**config.mk**
```make
export PLATFORM = sky130hd
export DESIGN_NAME = gcd_driver
export DESIGN_NICKNAME = d
export VERILOG_FILES = /design/src/rtl/gcd_driver.sv
export SDC_FILE = /design/constraint.sdc
export NUM_CORES = 1
export LEC_CHECK = 0
export CAP_MARGIN = 20
export CORE_MARGIN = 3
export CORE_UTILIZATION = 48
export DETAILED_ROUTE_END_ITERATION = 10
export PLACE_DENSITY = 0.84
export SETUP_SLACK_MARGIN = 0.02
export SYNTH_ARGS = -nofsm -noshare
export SYNTH_HDL_FRONTEND = slang
export SYNTH_SLANG_ARGS = --single-unit
```
**constraint.sdc**
```tcl
create_clock -name clk -period 2.2 [get_ports clk]
set_input_delay 0.55 -clock clk [delete_from_list [all_inputs] [get_ports clk]]
set_output_delay 0.55 -clock clk [all_outputs]
set_load 0.02 [all_outputs]
```
**src/rtl/gcd_driver.sv**
```systemverilog
// Purpose: initiator side of the GCD unit handshake. It takes operand pairs, runs the load/x/y bus sequence, waits for done and returns the result.
// Latency: a zero operand gives its result 1 cycle after accept; otherwise load goes out at A+1, x at A+2, y at A+3, and the result follows done by 1 cycle.
// Backpressure: op_ready is high only in IDLE; a result is held stable in RESP until res_ready, with no limit on the wait.
module gcd_driver #(
    parameter int W       = 16,
    parameter int TIMEOUT = 1024,              // must be >= 2
    parameter int CW      = $clog2(TIMEOUT + 1)
) (
    input  logic         clk,
    input  logic         rst,
    input  logic         op_valid,
    output logic         op_ready,
    input  logic [W-1:0] op_a,
    input  logic [W-1:0] op_b,
    output logic         gcd_load,
    output logic [W-1:0] gcd_din,
    input  logic         gcd_done,
    input  logic [W-1:0] gcd_result,
    output logic         res_valid,
    input  logic         res_ready,
    output logic [W-1:0] res_data,
    output logic         res_err,
    output logic         busy
);

    typedef enum logic [2:0] {
        S_IDLE   = 3'd0,
        S_LOAD   = 3'd1,
        S_SEND_X = 3'd2,
        S_SEND_Y = 3'd3,
        S_WAIT   = 3'd4,
        S_RESP   = 3'd5
    } state_t;

    localparam logic [CW-1:0] WD_LAST = CW'(TIMEOUT - 1);

    state_t        state_q, state_d;
    logic [W-1:0]  a_q, a_d;
    logic [W-1:0]  b_q, b_d;
    logic [W-1:0]  res_data_q, res_data_d;
    logic [W-1:0]  gcd_din_q, gcd_din_d;
    logic          res_err_q, res_err_d;
    logic          res_valid_q, res_valid_d;
    logic          gcd_load_q, gcd_load_d;
    logic          op_ready_q, op_ready_d;
    logic          busy_q, busy_d;
    logic [CW-1:0] wd_q, wd_d;

    logic accept;
    logic op_zero;
    logic wd_expired;

    // op_ready_q is high exactly when the state is IDLE, so this accept needs no state decode.
    assign accept     = op_valid && op_ready_q;
    assign op_zero    = (op_a == '0) || (op_b == '0);
    assign wd_expired = (wd_q == WD_LAST);

    // State register
    always_ff @(posedge clk) begin
        if (rst) begin
            state_q <= S_IDLE;
        end else begin
            state_q <= state_d;
        end
    end

    // Next-state logic. Done wins over the watchdog when both happen in the same cycle.
    always_comb begin
        state_d = state_q;
        unique case (state_q)
            S_IDLE:   if (accept) state_d = op_zero ? S_RESP : S_LOAD;
            S_LOAD:   state_d = S_SEND_X;
            S_SEND_X: state_d = S_SEND_Y;
            S_SEND_Y: state_d = S_WAIT;
            S_WAIT:   if (gcd_done || wd_expired) state_d = S_RESP;
            S_RESP:   if (res_ready) state_d = S_IDLE;
            default:  state_d = S_IDLE;
        endcase
    end

    // Output and datapath logic. The bus and handshake outputs are computed from the upcoming state so they come straight from flops.
    always_comb begin
        a_d        = a_q;
        b_d        = b_q;
        res_data_d = res_data_q;
        res_err_d  = res_err_q;
        wd_d       = wd_q;

        if (accept) begin
            a_d = op_a;
            b_d = op_b;
            if (op_zero) begin
                // gcd(x,0) = x and gcd(0,0) = 0, so the unit is bypassed.
                res_data_d = op_a | op_b;
                res_err_d  = 1'b0;
            end
        end

        if (state_q == S_WAIT) begin
            wd_d = wd_q + 1'b1;
            if (gcd_done) begin
                res_data_d = gcd_result;
                res_err_d  = 1'b0;
            end else if (wd_expired) begin
                res_data_d = '0;
                res_err_d  = 1'b1;
            end
        end

        if (state_q == S_RESP && res_ready) begin
            wd_d = '0;
        end

        gcd_load_d  = (state_d == S_LOAD);
        res_valid_d = (state_d == S_RESP);
        op_ready_d  = (state_d == S_IDLE);
        busy_d      = (state_d != S_IDLE);

        if (state_d == S_SEND_X) begin
            gcd_din_d = a_d;
        end else if (state_d == S_SEND_Y) begin
            gcd_din_d = b_d;
        end else begin
            gcd_din_d = '0;
        end
    end

    // Datapath and output registers. Reset abandons any transaction in flight.
    always_ff @(posedge clk) begin
        if (rst) begin
            a_q         <= '0;
            b_q         <= '0;
            res_data_q  <= '0;
            res_err_q   <= 1'b0;
            res_valid_q <= 1'b0;
            gcd_load_q  <= 1'b0;
            gcd_din_q   <= '0;
            op_ready_q  <= 1'b1;
            busy_q      <= 1'b0;
            wd_q        <= '0;
        end else begin
            a_q         <= a_d;
            b_q         <= b_d;
            res_data_q  <= res_data_d;
            res_err_q   <= res_err_d;
            res_valid_q <= res_valid_d;
            gcd_load_q  <= gcd_load_d;
            gcd_din_q   <= gcd_din_d;
            op_ready_q  <= op_ready_d;
            busy_q      <= busy_d;
            wd_q        <= wd_d;
        end
    end

    assign op_ready  = op_ready_q;
    assign gcd_load  = gcd_load_q;
    assign gcd_din   = gcd_din_q;
    assign res_valid = res_valid_q;
    assign res_data  = res_data_q;
    assign res_err   = res_err_q;
    assign busy      = busy_q;

endmodule

```
==> flow_metrics.tcl <==
set metrics [dict create \
    grtUsageMet3_pct 2.98 \
    hp-start "a_q[4]$_SDFF_PP0_" \
    cts_buffers 9 \
    syn_area_per_cell_um2 8.82 \
    clk_pin_slew_ps 90 \
    total_power_mw 3.51 \
    grt.busiest_layer "met2" \
    top_level_ports 90 \
    gp_congestion 0.820 \
    path_buf_inv 3 \
    cellPowerDensity_nw_per_um2 718 \
    outcome "finished clean" \
    grt_usage_pct 23.3 \
    arrival_ps 2410 \
    criticalPathCategory "in2reg" \
    worstSetupEndpointType "register" \
    synth-seq-cells 83 \
    h-tree-depth 3 \
    reg2reg_slack_ps 310 \
    crit_path_max_fanout 9 \
    cp-start-kind "input pin" \
    drt-total-wl_um 9600 \
    r2r-start "state_q[2]$_SDFF_PP0_" \
    drv_slew 0 \
    grt_first_pass_wirelength_um 14000 \
    port_buffers 89 \
    die_y_um 88.5 \
    met1_usage_pct 32.1 \
    synth_warnings 0 \
    ant_nets 0 \
    insertion_delay_ps 360 \
    hold_viol 0 \
    row_count 29 \
    n_antenna_cell 0 \
    die_area_um2 7820 \
    async_reset_ff_share_pct 0 \
    initialDrtViolationCount 152 \
    post-route-drc-count 0 \
    vias 3259 \
    fin_worst_skew_ps 14.3 \
    clkSinkCount 83 \
    die_x_um 88.5 \
    setup_viol 0 \
    tritoncts "built" \
    cp_top_family "buffers and inverters" \
    cp_slowest_cell "clkdlybuf4s50_1" \
    cp.required_ps 2450 \
    min_path_type "reg2reg" \
    final_core_util_pct 75.7 \
    core-area_um2 6460 \
    ys_types 41 \
    met2_usage_pct 35.8 \
    crit_start "op_a[12]" \
    dr.pass1.iters 5 \
    grt-ovfl-total 0 \
    cpPeakStageDelay_ps 470 \
    synth_cells 370 \
    period_share_pct 98.0 \
    fin_crit_ps 2160 \
    seq_area_frac_synth_pct 50.9 \
    power.leakage_nw 1.98 \
    n_fill_cell 442 \
    grt_max_degree 36 \
    worstMarginPinSlew_ps 633 \
    drv_cap 0 \
    avgViaCountPerCell 5.60 \
    hold_buffers 0 \
    fmax_mhz 464 \
    drive_gt1_share_pct 19.8 \
    nNetsFinal 554 \
    vdd_drop_max_mv 0.537 \
    initial_core_util_pct 50.5 \
    hold_slack_ps 467 \
    crit_path_cell_trace "clkdlybuf4s50_1, nor4_4, nand4_1, a21oi_4, buf_12, clkbuf_16, nand2_1, a32o_1" \
    first_global_vias 2954 \
    place_hpwl_um 6380 \
    clockBufferDepth 2 \
    synthToLayoutAreaGrowth_pct 49.9 \
    antenna_found_initial 0 \
    syn_area_um2 3260 \
    cts-root-buf "clkbuf_8" \
    synth_enable_flop_cells 0 \
    synth-main-ff-cell "dfxtp_1" \
    maxSlewHeadroom_pct 57.8 \
    wl_per_cell_um 16.5 \
    synthesis.nets 424 \
]
[cell type report]
class                      count  area (um^2)  area share [%]
clock inverter                 7         55.1            1.13
inverter                       4         15.0           0.307
tap                           77         96.3            1.97
multi-input combinational    261         1550            31.6
timing repair buffer         141         1390            28.5
clock buffer                   9          124            2.53
sequential                    83         1660            34.0
[placed cells by master, fill, tap and decap left out, types with 16 or more instances in the layout]
| master | instances |
|---|---|
| a22o_1 | 16 |
| a32o_1 | 16 |
| nand2_1 | 87 |
| or2_2 | 17 |
| buf_4 | 46 |
| a21oi_1 | 40 |
| clkdlybuf4s50_1 | 80 |
| nor2_1 | 28 |
| dfxtp_1 | 83 |
[tightest hold or removal path, delay by kind of cell, from the launching register on]
family	cells	cell delay, ps
flops	1	310
compound gates	1	70
simple gates	1	50
[through the flow]
stage / cells / cell area (um^2) / setup slack [ps] / setup TNS, ps
after global placement: 560 / 4520 / -315 / -9280
final: 582 / 4890 / 43.2 / 0
after global routing: 582 / 4890 / -6.85 / -6.85
after detailed placement: 560 / 4520 / -369 / -11060
after floorplan: 370 / 3260 / 345 / 0
after CTS: 576 / 4700 / 37.3 / 0
[layer usage]
metal	part of all wire, %	wire [um]
met3	6.2	596
met1	43	4110
met4	2.2	216
met5	0	0
met2	49	4680
[power breakdown]
part	internal, mW	switching (mW)
logic	0.385	0.435
clock network	0.415	0.588
registers	1.62	0.0710
[synth_stat cells (all sizes together), types with 4 or more instances]
| cell | instances | area, um^2 |
|---|---|---|
| nand2 | 87 | 327 |
| or2 | 18 | 113 |
| xnor2 | 5 | 43.8 |
| xor2 | 4 | 35.0 |
| a32o | 16 | 160 |
| clkbuf | 13 | 48.8 |
| inv | 4 | 15.0 |
| a22o | 16 | 140 |
| nand4 | 6 | 43.8 |
| nor4 | 9 | 71.3 |
| nor2 | 30 | 115 |
| dfxtp | 83 | 1660 |
| nor3 | 4 | 31.3 |
| a21oi | 41 | 205 |
| buf | 9 | 57.6 |
[what timing repair did]
action                                 4_1_cts  5_1_grt
resized for setup                            1       18
setup endpoints to repair                    3       32
pin swaps                                    0       10
endpoints found under the hold margin        0        0
gates cloned                                 0        3
buffers inserted                             0        3
[worst paths after layout]
kind / endpoint / cells after the start
worst max-delay path: res_data[2]$_SDFF_PP0_ / 8
worst min-delay path: a_q[4]$_SDFF_PP0_ / 2
worst max register to register: gcd_din[15]$_SDFF_PP0_ / 6
worst min register to register: a_q[4]$_SDFF_PP0_ / 2
[cells by family (layout without fill, tap and decap cells)]
group                    after synthesis  in the layout  share of synthesized area (%)
AND/OR/NAND/NOR                      168            168                           24.8
flip-flops                            83             83                           50.9
AO/OA/AOI/OAI                         82             82                           17.4
buffers and inverters                 26            161                           3.72
XOR/XNOR                               9              9                           2.42
adder cells (fa/ha/maj)                1              1                          0.383
multiplexers                           1              1                          0.307
[sequential cells by signal, summed over array words and instances (netlist names)]
register,flops
gcd_load,1
res_err,1
busy,1
wd_q,11
res_data,16
op_ready,1
res_valid,1
gcd_din,16
a_q,16
b_q,16
state_q,3
Power figures use the tool's default switching activity.
